File: config.mk
export PLATFORM = sky130hd
export DESIGN_NAME = ex_stage_md_flat
export DESIGN_NICKNAME = d
export VERILOG_FILES = /design/src/rtl/ex_pkg.sv /design/src/rtl/ex_stage_md_if.sv /design/src/rtl/md_iter.sv /design/src/rtl/ex_stage_md.sv /design/src/flat_wrapper.sv
export SDC_FILE = /design/constraint.sdc
export NUM_CORES = 2
export LEC_CHECK = 0
export CAP_MARGIN = 20
export CORE_MARGIN = 4
export CORE_UTILIZATION = 35
export DETAILED_ROUTE_END_ITERATION = 7
export GPL_TIMING_DRIVEN = 0
export PLACE_DENSITY = 0.58
export SLEW_MARGIN = 15
export SYNTH_ARGS = -nofsm -noshare
export SYNTH_HDL_FRONTEND = slang
export SYNTH_HIERARCHICAL = 1
export SYNTH_SLANG_ARGS = --single-unit
File: constraint.sdc
create_clock -name clk -period 9.3 [get_ports clk]
set_clock_uncertainty 0.1 [all_clocks]
set_input_delay 1.86 -clock clk [delete_from_list [all_inputs] [get_ports clk]]
set_output_delay 1.86 -clock clk [all_outputs]
set_load 0.01 [all_outputs]
File: src/rtl/ex_pkg.sv
// Shared types and opcode constants for the execute stage and its iterative
// multiply/divide unit.
package ex_pkg;

  typedef enum logic [1:0] {
    ALUOP_ADD = 2'b00,
    ALUOP_SUB = 2'b01,
    ALUOP_R   = 2'b10,
    ALUOP_I   = 2'b11
  } aluop_e;

  // 2'b11 intentionally selects the register value, same as 2'b00
  typedef enum logic [1:0] {
    FWD_REG     = 2'b00,
    FWD_WB      = 2'b01,
    FWD_MEM     = 2'b10,
    FWD_REG_ALT = 2'b11
  } fwd_sel_e;

  typedef enum logic [3:0] {
    ALU_ADD, ALU_SUB, ALU_SLL, ALU_SLT, ALU_SLTU,
    ALU_XOR, ALU_SRL, ALU_SRA, ALU_OR,  ALU_AND
  } alu_ctrl_e;

  typedef enum logic [1:0] {
    MD_IDLE,
    MD_BUSY,
    MD_DONE
  } md_state_e;

  localparam logic [6:0] FUNCT7_M = 7'b0000001;

  localparam logic [2:0] F3_MUL    = 3'b000;
  localparam logic [2:0] F3_MULH   = 3'b001;
  localparam logic [2:0] F3_MULHSU = 3'b010;
  localparam logic [2:0] F3_MULHU  = 3'b011;
  localparam logic [2:0] F3_DIV    = 3'b100;
  localparam logic [2:0] F3_DIVU   = 3'b101;
  localparam logic [2:0] F3_REM    = 3'b110;
  localparam logic [2:0] F3_REMU   = 3'b111;

endpackage

File: src/rtl/ex_stage_md_if.sv
// ID/EX operand bundle in, EX/MEM results and stall out.
interface ex_stage_md_if #(
  parameter int XLEN = 32
);
  logic            valid_ex;
  logic [XLEN-1:0] imm_ex;
  logic [XLEN-1:0] reg_data1_ex;
  logic [XLEN-1:0] reg_data2_ex;
  logic [XLEN-1:0] pc_ex;
  logic [2:0]      funct3_ex;
  logic [6:0]      funct7_ex;
  logic [1:0]      aluop_ex;
  logic            alusrc_ex;
  logic [1:0]      forward_a;
  logic [1:0]      forward_b;
  logic [XLEN-1:0] alu_data_wb;
  logic [XLEN-1:0] alu_out_mem;
  logic            mem_stall;
  logic            stall_ex;
  logic            md_busy;
  logic            zero_ex;
  logic [XLEN-1:0] alu_out_ex;
  logic [XLEN-1:0] pc_branch_ex;
  logic [XLEN-1:0] reg_data2_final;

  modport master (
    output valid_ex, imm_ex, reg_data1_ex, reg_data2_ex, pc_ex, funct3_ex, funct7_ex,
           aluop_ex, alusrc_ex, forward_a, forward_b, alu_data_wb, alu_out_mem, mem_stall,
    input  stall_ex, md_busy, zero_ex, alu_out_ex, pc_branch_ex, reg_data2_final
  );

  modport slave (
    input  valid_ex, imm_ex, reg_data1_ex, reg_data2_ex, pc_ex, funct3_ex, funct7_ex,
           aluop_ex, alusrc_ex, forward_a, forward_b, alu_data_wb, alu_out_mem, mem_stall,
    output stall_ex, md_busy, zero_ex, alu_out_ex, pc_branch_ex, reg_data2_final
  );
endinterface

File: src/rtl/md_iter.sv
// Iterative RV32M unit: shift-add multiply and restoring divide on magnitudes,
// one bit per cycle, with sign fix-up applied when the result is presented.
module md_iter
  import ex_pkg::*;
#(
  parameter int XLEN = 32
) (
  input  logic            clk,
  input  logic            reset_n,
  input  logic            start,
  input  logic [2:0]      funct3,
  input  logic [XLEN-1:0] op_a,
  input  logic [XLEN-1:0] op_b,
  input  logic            mem_stall,
  output logic            stall,
  output logic            busy,
  output logic            done,
  output logic [XLEN-1:0] result
);

  localparam int CW = $clog2(XLEN);
  localparam logic [XLEN-1:0] MIN_VAL = {1'b1, {(XLEN-1){1'b0}}};

  md_state_e         state;
  logic [CW-1:0]     count;
  logic [2*XLEN-1:0] acc;       // {hi, lo}: product, or {remainder, quotient}
  logic [XLEN-1:0]   opnd;      // multiplicand or divisor magnitude
  logic [2:0]        op_q;
  logic              sign_a, sign_b;

  logic              is_div, a_signed, b_signed, sa, sb, div_zero, overflow;
  logic [XLEN-1:0]   abs_a, abs_b;
  logic [XLEN:0]     add_sum, sub_diff;
  logic [2*XLEN-1:0] mul_next, div_next, prod;
  logic [XLEN-1:0]   quo, rem;

  always_comb begin
    is_div   = funct3[2];
    a_signed = (funct3 == F3_MULH) || (funct3 == F3_MULHSU) ||
               (funct3 == F3_DIV)  || (funct3 == F3_REM);
    b_signed = (funct3 == F3_MULH) || (funct3 == F3_DIV) || (funct3 == F3_REM);
    sa       = a_signed & op_a[XLEN-1];
    sb       = b_signed & op_b[XLEN-1];
    abs_a    = sa ? -op_a : op_a;
    abs_b    = sb ? -op_b : op_b;
    div_zero = is_div && (op_b == '0);
    overflow = is_div && !funct3[0] && (op_a == MIN_VAL) && (op_b == '1);
  end

  // One iteration of each algorithm; BUSY picks the one matching op_q.
  always_comb begin
    add_sum  = {1'b0, acc[2*XLEN-1:XLEN]} + {1'b0, (acc[0] ? opnd : {XLEN{1'b0}})};
    mul_next = {add_sum, acc[XLEN-1:1]};
    sub_diff = acc[2*XLEN-1:XLEN-1] - {1'b0, opnd};
    div_next = sub_diff[XLEN] ? {acc[2*XLEN-2:0], 1'b0}
                              : {sub_diff[XLEN-1:0], acc[XLEN-2:0], 1'b1};
  end

  always_ff @(posedge clk) begin
    // NOTE: operand and accumulator registers are cleared along with the FSM,
    // so a reset mid-operation leaves nothing of the partial result behind.
    if (!reset_n) begin
      state  <= MD_IDLE;
      count  <= '0;
      acc    <= '0;
      opnd   <= '0;
      op_q   <= '0;
      sign_a <= 1'b0;
      sign_b <= 1'b0;
    end else begin
      // NOTE: non-blocking assignments so every register here samples pre-edge values.
      case (state)
        MD_IDLE: if (start) begin
          op_q <= funct3;
          if (div_zero) begin
            acc    <= {op_a, {XLEN{1'b1}}};
            sign_a <= 1'b0;
            sign_b <= 1'b0;
            state  <= MD_DONE;
          end else if (overflow) begin
            acc    <= {{XLEN{1'b0}}, MIN_VAL};
            sign_a <= 1'b0;
            sign_b <= 1'b0;
            state  <= MD_DONE;
          end else begin
            acc    <= {{XLEN{1'b0}}, (is_div ? abs_a : abs_b)};
            opnd   <= is_div ? abs_b : abs_a;
            sign_a <= sa;
            sign_b <= sb;
            count  <= CW'(XLEN - 1);
            state  <= MD_BUSY;
          end
        end
        MD_BUSY: begin
          acc   <= op_q[2] ? div_next : mul_next;
          count <= count - CW'(1);
          if (count == '0) state <= MD_DONE;
        end
        MD_DONE: if (!mem_stall) state <= MD_IDLE;
        default: state <= MD_IDLE;
      endcase
    end
  end

  always_comb begin
    prod   = (sign_a ^ sign_b) ? -acc : acc;
    quo    = (sign_a ^ sign_b) ? -acc[XLEN-1:0] : acc[XLEN-1:0];
    rem    = sign_a ? -acc[2*XLEN-1:XLEN] : acc[2*XLEN-1:XLEN];
    result = '0;
    if (state == MD_DONE) begin
      case (op_q)
        F3_MUL:                      result = prod[XLEN-1:0];
        F3_MULH, F3_MULHSU, F3_MULHU: result = prod[2*XLEN-1:XLEN];
        F3_DIV, F3_DIVU:             result = quo;
        default:                     result = rem;
      endcase
    end
  end

  assign stall = ((state == MD_IDLE) && start) || (state == MD_BUSY);
  assign busy  = (state != MD_IDLE);
  assign done  = (state == MD_DONE);

endmodule

File: src/rtl/ex_stage_md.sv
// Execute stage: forwarding muxes, ALU decode, single-cycle ALU, branch adder,
// and the iterative M-extension unit that freezes upstream while it runs.
module ex_stage_md
  import ex_pkg::*;
#(
  parameter int XLEN  = 32,
  parameter bit MD_EN = 1'b1
) (
  input logic        clk,
  input logic        reset_n,
  ex_stage_md_if.slave bus
);

  localparam int SW = $clog2(XLEN);

  logic [XLEN-1:0] op_a, rs2, op_b, alu_res, md_result, alu_out;
  logic [SW-1:0]   shamt;
  alu_ctrl_e       ctrl;
  logic            is_m_op, md_start, md_stall, md_busy, md_done;

  always_comb begin
    case (bus.forward_a)
      FWD_WB:  op_a = bus.alu_data_wb;
      FWD_MEM: op_a = bus.alu_out_mem;
      default: op_a = bus.reg_data1_ex;
    endcase
    case (bus.forward_b)
      FWD_WB:  rs2 = bus.alu_data_wb;
      FWD_MEM: rs2 = bus.alu_out_mem;
      default: rs2 = bus.reg_data2_ex;
    endcase
    op_b = bus.alusrc_ex ? bus.imm_ex : rs2;
  end

  always_comb begin
    // NOTE: default first, so every path through the decode assigns ctrl and no latch is inferred.
    ctrl = ALU_ADD;
    case (bus.aluop_ex)
      ALUOP_ADD: ctrl = ALU_ADD;
      ALUOP_SUB: ctrl = ALU_SUB;
      default: begin
        // funct7[5] selects SUB only for R-type; for immediates it only marks SRAI
        case (bus.funct3_ex)
          3'b000:  ctrl = (bus.aluop_ex == ALUOP_R && bus.funct7_ex[5]) ? ALU_SUB : ALU_ADD;
          3'b001:  ctrl = ALU_SLL;
          3'b010:  ctrl = ALU_SLT;
          3'b011:  ctrl = ALU_SLTU;
          3'b100:  ctrl = ALU_XOR;
          3'b101:  ctrl = bus.funct7_ex[5] ? ALU_SRA : ALU_SRL;
          3'b110:  ctrl = ALU_OR;
          default: ctrl = ALU_AND;
        endcase
      end
    endcase
  end

  always_comb begin
    shamt = op_b[SW-1:0];
    case (ctrl)
      ALU_ADD:  alu_res = op_a + op_b;
      ALU_SUB:  alu_res = op_a - op_b;
      ALU_SLL:  alu_res = op_a << shamt;
      ALU_SLT:  alu_res = {{(XLEN-1){1'b0}}, ($signed(op_a) < $signed(op_b))};
      ALU_SLTU: alu_res = {{(XLEN-1){1'b0}}, (op_a < op_b)};
      ALU_XOR:  alu_res = op_a ^ op_b;
      ALU_SRL:  alu_res = op_a >> shamt;
      ALU_SRA:  alu_res = $unsigned($signed(op_a) >>> shamt);
      ALU_OR:   alu_res = op_a | op_b;
      ALU_AND:  alu_res = op_a & op_b;
      default:  alu_res = '0;
    endcase
  end

  assign is_m_op  = (bus.aluop_ex == ALUOP_R) && (bus.funct7_ex == FUNCT7_M);
  assign md_start = MD_EN && bus.valid_ex && is_m_op;

  md_iter #(.XLEN(XLEN)) u_md_iter (
    .clk       (clk),
    .reset_n   (reset_n),
    .start     (md_start),
    .funct3    (bus.funct3_ex),
    .op_a      (op_a),
    .op_b      (rs2),
    .mem_stall (bus.mem_stall),
    .stall     (md_stall),
    .busy      (md_busy),
    .done      (md_done),
    .result    (md_result)
  );

  // Without the M unit, M opcodes retire as 0 rather than an accidental ALU result.
  assign alu_out = md_done ? md_result : ((is_m_op && !MD_EN) ? '0 : alu_res);

  assign bus.alu_out_ex      = alu_out;
  assign bus.zero_ex         = (alu_out == '0);
  assign bus.pc_branch_ex    = bus.pc_ex + bus.imm_ex;
  assign bus.reg_data2_final = rs2;
  assign bus.stall_ex        = md_stall;
  assign bus.md_busy         = md_busy;

endmodule
File: src/flat_wrapper.sv
// flat-port wrapper written by rule: the top's interface ports become plain ports
module ex_stage_md_flat import ex_pkg::*;
#(
  parameter int XLEN  = 32,
  parameter bit MD_EN = 1'b1
)
  (clk, reset_n, bus_valid_ex, bus_imm_ex, bus_reg_data1_ex, bus_reg_data2_ex, bus_pc_ex, bus_funct3_ex, bus_funct7_ex, bus_aluop_ex, bus_alusrc_ex, bus_forward_a, bus_forward_b, bus_alu_data_wb, bus_alu_out_mem, bus_mem_stall, bus_stall_ex, bus_md_busy, bus_zero_ex, bus_alu_out_ex, bus_pc_branch_ex, bus_reg_data2_final);
  ex_stage_md_if #(.XLEN(XLEN)) bus_i ();
  input logic clk;
  input logic reset_n;
  input wire logic [$bits(bus_i.valid_ex)-1:0] bus_valid_ex;
  input wire logic [$bits(bus_i.imm_ex)-1:0] bus_imm_ex;
  input wire logic [$bits(bus_i.reg_data1_ex)-1:0] bus_reg_data1_ex;
  input wire logic [$bits(bus_i.reg_data2_ex)-1:0] bus_reg_data2_ex;
  input wire logic [$bits(bus_i.pc_ex)-1:0] bus_pc_ex;
  input wire logic [$bits(bus_i.funct3_ex)-1:0] bus_funct3_ex;
  input wire logic [$bits(bus_i.funct7_ex)-1:0] bus_funct7_ex;
  input wire logic [$bits(bus_i.aluop_ex)-1:0] bus_aluop_ex;
  input wire logic [$bits(bus_i.alusrc_ex)-1:0] bus_alusrc_ex;
  input wire logic [$bits(bus_i.forward_a)-1:0] bus_forward_a;
  input wire logic [$bits(bus_i.forward_b)-1:0] bus_forward_b;
  input wire logic [$bits(bus_i.alu_data_wb)-1:0] bus_alu_data_wb;
  input wire logic [$bits(bus_i.alu_out_mem)-1:0] bus_alu_out_mem;
  input wire logic [$bits(bus_i.mem_stall)-1:0] bus_mem_stall;
  output wire logic [$bits(bus_i.stall_ex)-1:0] bus_stall_ex;
  output wire logic [$bits(bus_i.md_busy)-1:0] bus_md_busy;
  output wire logic [$bits(bus_i.zero_ex)-1:0] bus_zero_ex;
  output wire logic [$bits(bus_i.alu_out_ex)-1:0] bus_alu_out_ex;
  output wire logic [$bits(bus_i.pc_branch_ex)-1:0] bus_pc_branch_ex;
  output wire logic [$bits(bus_i.reg_data2_final)-1:0] bus_reg_data2_final;
  assign bus_i.valid_ex = bus_valid_ex;
  assign bus_i.imm_ex = bus_imm_ex;
  assign bus_i.reg_data1_ex = bus_reg_data1_ex;
  assign bus_i.reg_data2_ex = bus_reg_data2_ex;
  assign bus_i.pc_ex = bus_pc_ex;
  assign bus_i.funct3_ex = bus_funct3_ex;
  assign bus_i.funct7_ex = bus_funct7_ex;
  assign bus_i.aluop_ex = bus_aluop_ex;
  assign bus_i.alusrc_ex = bus_alusrc_ex;
  assign bus_i.forward_a = bus_forward_a;
  assign bus_i.forward_b = bus_forward_b;
  assign bus_i.alu_data_wb = bus_alu_data_wb;
  assign bus_i.alu_out_mem = bus_alu_out_mem;
  assign bus_i.mem_stall = bus_mem_stall;
  assign bus_stall_ex = bus_i.stall_ex;
  assign bus_md_busy = bus_i.md_busy;
  assign bus_zero_ex = bus_i.zero_ex;
  assign bus_alu_out_ex = bus_i.alu_out_ex;
  assign bus_pc_branch_ex = bus_i.pc_branch_ex;
  assign bus_reg_data2_final = bus_i.reg_data2_final;
  ex_stage_md #(.XLEN(XLEN), .MD_EN(MD_EN)) u_core (.clk(clk), .reset_n(reset_n), .bus(bus_i));
endmodule
Word-level counts from Yosys, hierarchy flattened
Cells that the tools add are included.

$add $sub $neg: 11. $lt $le $gt $ge: 2. Equal/unequal tests: 36. Shift operators: 3. Mux-type cells: 38. Bitwise operators: 8. Reductions and logical operators: 32.

Operator list (number): $mux W32 (10); $mux W64 (5); $pmux W32 S10 (1); $neg A32 Y32 (4); $pmux W32 S2 (2); $pmux W64 S2 (1); $pmux W32 S3 (1); $add A32 B32 Y32 (2); $eq A32 B32 Y1 const B (2); $logic_not A32 Y1 (2); $lt A32 B32 Y1 (2); $neg A64 Y64 (1); $add A32 B32 Y33 (1); $sub A33 B32 Y33 (1); $and A32 B32 Y32 (1); $or A32 B32 Y32 (1); $shl A32 B5 Y32 (1); $shr A32 B5 Y32 (1); $sshr A32 B5 Y32 (1); $sub A32 B32 Y32 (1); $xor A32 B32 Y32 (1); $pmux W4 S7 (1); $eq A4 B3 Y1 const B (4); $eq A3 B3 Y1 const B (5); other kinds (32) (78).

Register bits: 108. Output and inout port bits: 99. Logic and storage cells: 137.

Depth between registers and ports, before layout
Depth after elaboration: 11. Mapped depth: 25. Mapped depth without buffers: 22.

By module
The synthesis kept the hierarchy.

Modules (own cells, without submodules): md_iter (times used 1, cells an instance 1970, area each 13585.5 um^2, seq. area each 2162.1 um^2); ex_stage_md (times used 1, cells an instance 1923, area each 12483.2 um^2, seq. area each 0.0 um^2).

Worst setup path before layout
Ideal clock, no wire load.

Kind: input to output. From: input port bus_forward_b[0]. To: output port bus_zero_ex. Arrival time: 7.741 ns. Required time: 7.340 ns. Slack: -0.401 ns. Cell stages on the path: 24. Path buffers: 6. Cells stage by stage: inv_1 -> ha_1 -> buf_6 -> or2_4 -> o221ai_2 -> buf_2 -> buf_2 -> clkbuf_1 -> clkbuf_1 -> ha_1 -> buf_2 -> o21ba_1 -> or4_1 -> nand3b_1 -> o221a_2 -> a21oi_1 -> a2111oi_4 -> a32oi_1 -> or4_1 -> or4b_1 -> nor4_1 -> nand4b_1 -> a2111oi_2 -> and4bb_1.

Longest elaborated chain between the ends: 7. Elaborated cells on any way between the ends: 17. Those cells by class: add/sub: 2; order compare: 2; eq/ne: 2; shift: 3; mux: 4; bitwise: 3; reduce/logical: 1.

RTL lines: from (decl) (line flat_wrapper.sv:21) `input wire logic [$bits(bus_i.forward_b)-1:0] bus_forward_b;`; $eq A2 B2 Y1 / $eq A2 B1 Y1 (equally long branches) (line ex_stage_md.sv:27) `case (bus.forward_b)`; $pmux W32 S2 * (line ex_stage_md.sv:27); $mux W32 * (line ex_stage_md.sv:32) `op_b = bus.alusrc_ex ? bus.imm_ex : rs2;`; $sub A32 B32 Y32 (tied with other cells) (line ex_stage_md.sv:61) `ALU_SUB: alu_res = op_a - op_b;`; $pmux W32 S10 * (line ex_stage_md.sv:59) `case (ctrl)`; $mux W32 * (line ex_stage_md.sv:92) `assign alu_out = md_done ? md_result : ((is_m_op && !MD_EN) ? '0 : alu_res);`; named net bus_alu_out_ex[6] (line flat_wrapper.sv:28) `output wire logic [$bits(bus_i.alu_out_ex)-1:0] bus_alu_out_ex;`; $logic_not A32 Y1 * (line ex_stage_md.sv:95) `assign bus.zero_ex = (alu_out == '0);`; to (decl) (line flat_wrapper.sv:27) `output wire logic [$bits(bus_i.zero_ex)-1:0] bus_zero_ex;`.

The timed path passes the listed nets; every way through them passes the cells marked *.

Worst setup path in the final report
From: input port bus_funct3_ex[1]. To: output port bus_zero_ex.

Longest elaborated chain between the ends: 7. Elaborated cells on any way between the ends: 22. Those cells by class: eq/ne: 15; mux: 4; reduce/logical: 3.

RTL lines: from (decl) (line flat_wrapper.sv:16) `input wire logic [$bits(bus_i.funct3_ex)-1:0] bus_funct3_ex;`; $eq A3 B3 Y1 (tied with other cells) (line ex_stage_md.sv:43) `case (bus.funct3_ex)`; $pmux W4 S7 * (line ex_stage_md.sv:43); $pmux W4 S2 * (line ex_stage_md.sv:38) `case (bus.aluop_ex)`; $eq A4 B4 Y1 (tied with other cells) (line ex_stage_md.sv:59); $pmux W32 S10 * (line ex_stage_md.sv:59); $mux W32 * (line ex_stage_md.sv:92); $logic_not A32 Y1 * (line ex_stage_md.sv:95).

Every way passes the cells marked *; elsewhere a longest branch is shown, timed or not.

==> impl_metrics.tcl <==
set metrics [dict create \
    vias 36300 \
    path_clk_slew_ns 0.07 \
    synthCells 3893 \
    ys_warn_count 6 \
    htree_levels 3 \
    yosysSeqAreaShare_pct 8.29 \
    hpwl_mm 150 \
    overflow 0 \
    fillers 7748 \
    io_pins 312 \
    cts_sinks 108 \
    synth_area_leaders "ha_1 9.7%, dfxtp_1 8.3%, a21oi_1 6.9%, nor2_1 5.8%, mux2i_1 5.6%" \
    whs_path_depth 2 \
    use_met3_pct 19.6 \
    wl_per_cell_microns 35.0 \
    synth.net_count 4314 \
    multiInputGateArea_sq_mm 0.0229 \
    post-synth-top-count-cell "nor2_1" \
    hold_viol 0 \
    drt-total-wl_mm 185 \
    max_cap_violations 0 \
    synth_commonest_cells "400 x nor2_1, 362 x a21oi_1, 331 x nand2_1" \
    routabilityCongestion 1.11 \
    max_clock_freq_ghz 0.102 \
    ys_seq_elements 108 \
    grt_max_degree 20 \
    crit_required_ns 7.34 \
    drc_errors 0 \
    rsz0062_at_grt "true" \
    path_cells "clkdlybuf4s50_1, clkbuf_1, nand3_1, clkbuf_1, clkbuf_1, nor2_1, a2111oi_0, o21ai_0, a2111oi_0, a41oi_1, o21bai_1, nor4_4, nand4b_1, a2111oi_2, and4bb_1, buf_2" \
    core_sq_mm 0.0733 \
    postCtsHoldBufs 0 \
    grt_usage_pct 44.5 \
    netlist.area_leader.share_pct 9.74 \
    violations "setup timing" \
    ys_async_sr_fraction_pct 0 \
    final-seq-area_sq_mm 0.00216 \
    cts_buffers 9 \
    cpMostUsedCell "clkbuf_1" \
    drive_above_1_share_pct 10.8 \
    cp_num_cells 16 \
    ir_drop_uv 93.4 \
    use_met2_pct 61.6 \
    core.rowCount 99 \
    area_delta_synth_final_pct 27.3 \
    arrival_ns 7.83 \
    slew_headroom_pct 12.9 \
    drt.antenna.violating_nets 0 \
    pre_cts_ws_ns -3.96 \
    fp.dieW_microns 281 \
    cp_top_family "buffers and inverters" \
    busiest_layer "met2" \
    drt_pass1_iterations 8 \
    yosys_most_used_dff "dfxtp_1" \
    drt_iter0_drc 5968 \
    synth-edff-count 0 \
    leakagePower_nw 13.1 \
    fin_crit_sh_pct 105 \
    port_buffers 308 \
    clock_path_buffers 2 \
    cp-start-kind "input pin" \
    fin_crit_ns 9.79 \
    crit_path_end_kind "primary output" \
    layout_setup_ws_ns -0.493 \
    cts_tree "yes" \
    maxSlewViolCount 0 \
    instances_no_fill 5299 \
    cts-root-buf "clkbuf_16" \
    max_stage_delay_ns 0.80 \
    power_density_mw_per_mm2 113 \
    avgSynthCellArea_sq_um 6.70 \
    antenna_found_initial 10 \
    yosys.area.top_type "ha_1" \
    synth_cell_types 108 \
    path_max_fanout 10 \
    min_path_type "reg2reg" \
    setup_viol 4 \
    dieArea_sq_mm 0.0789 \
    synth_area_sq_mm 0.0261 \
    r2r_cells 13 \
    critical-path-slowest-cell "clkdlybuf4s50_1" \
    place_inst 5169 \
    insertion_delay_ns 0.39 \
    crit_buf_inv 5 \
    grt_pass1_vias 33200 \
    tightest_slew_ns 1.29 \
    grt_first_pass_wirelength_mm 255 \
    grtUsageMet1_pct 59.6 \
    nets 4749 \
    setup_tns_ns -0.869 \
    vias_per_cell 6.85 \
    worstSetupPathType "in2out" \
    start_util_pct 35.5 \
    status "finished, violations left" \
    die_y_microns 281 \
]
worst min-delay path, stage by stage (launching register included):
cell and delay [ns]:
dfxtp_1 0.31, nand2_1 0.05, a21oi_1 0.05
path summary, 6_finish.rpt:
check | startpoint | end | slack (ns)
setup reg to reg | u_core/u_md_iter/acc[32] | u_core/u_md_iter/acc[62] | 3.96
hold / removal | u_core/u_md_iter/opnd[17] | u_core/u_md_iter/opnd[17] | 0.35
setup / recovery | bus_funct3_ex[1] | bus_zero_ex | -0.49
hold reg to reg | u_core/u_md_iter/opnd[17] | u_core/u_md_iter/opnd[17] | 0.35
kinds of logic (layout without fill, tap and decap cells):
logic type / after synthesis / after routing / share of synthesized area [%]
compound gates: 1426 / 1426 / 37.0
simple gates: 1246 / 1246 / 22.6
buf+inv: 511 / 951 / 7.90
xor+xnor: 229 / 229 / 7.69
fa+ha+maj: 208 / 208 / 10.1
mux: 165 / 165 / 6.43
flops: 108 / 108 / 8.29
other cells: 0 / 7 / 0
layer usage:
metal | up-vias | wire, microns
met5 | - | 57
met4 | 8 | 10600
met3 | 550 | 29100
met2 | 2929 | 70800
met1 | 17400 | 74700
li1 | 15400 | -
stage by stage:
stage	hold slack (ns)	util [%]	cell area, sq um	power [mW]
floorplan	0.332	-	26100	1.76
global placement	0.342	41.4	30400	2.90
detailed placement	0.345	41.6	30500	2.88
CTS	0.355	44.7	32800	3.55
global route	0.373	45.2	33200	3.83
finish	0.352	45.2	33200	3.76
final cells by class:
| type | instances | area share (%) |
|---|---|---|
| sequential | 108 | 6.52 |
| multi-input combinational | 3274 | 69.0 |
| clock inverter | 6 | 0.170 |
| inverter | 231 | 2.81 |
| antenna | 7 | 0.0528 |
| buffer | 262 | 4.46 |
| timing repair buffer | 442 | 12.7 |
| clock buffer | 10 | 0.720 |
| tap | 959 | 3.62 |
repair_timing:
item | in CTS | in global routing
pin swaps | 48 | 38
endpoints found under the setup margin | 30 | 8
gates cloned | 2 | 0
gates resized for setup | 336 | 65
setup buffers | 75 | 48
flip-flops by register name, summed over array words and instances, names as in the netlist:
| signal | flops |
|---|---|
| u_core/u_md_iter/acc | 64 |
| u_core/u_md_iter/opnd | 32 |
| u_core/u_md_iter/count | 5 |
| u_core/u_md_iter/op_q | 3 |
| u_core/u_md_iter/state | 2 |
| u_core/u_md_iter/sign_a | 1 |
| u_core/u_md_iter/sign_b | 1 |
where the power goes:
part / leakage (nW) / switching [mW] / internal, mW
registers: 0.869 / 0.00121 / 0.463
clock network: 0.143 / 0.216 / 0.196
logic: 12.1 / 1.88 / 1.01
total: 13.1 / 2.09 / 1.67
cell usage in the layout, fill, tap and decap left out, types with 74 or more instances in the layout:
cell             synthesis  layout
dfxtp_1                108     108
mux2i_1                145     143
clkbuf_1               212     176
nand2_1                331     330
nand3_1                 99      99
nor3_1                 122     119
xnor2_1                155     155
nor2_1                 400     394
inv_1                  223     201
xor2_1                  74      74
a21oi_1                362     353
buf_4                    6     128
o21ai_0                247     219
ha_1                   203     185
clkdlybuf4s50_1          0     297
(Power assumes the default switching activity.)
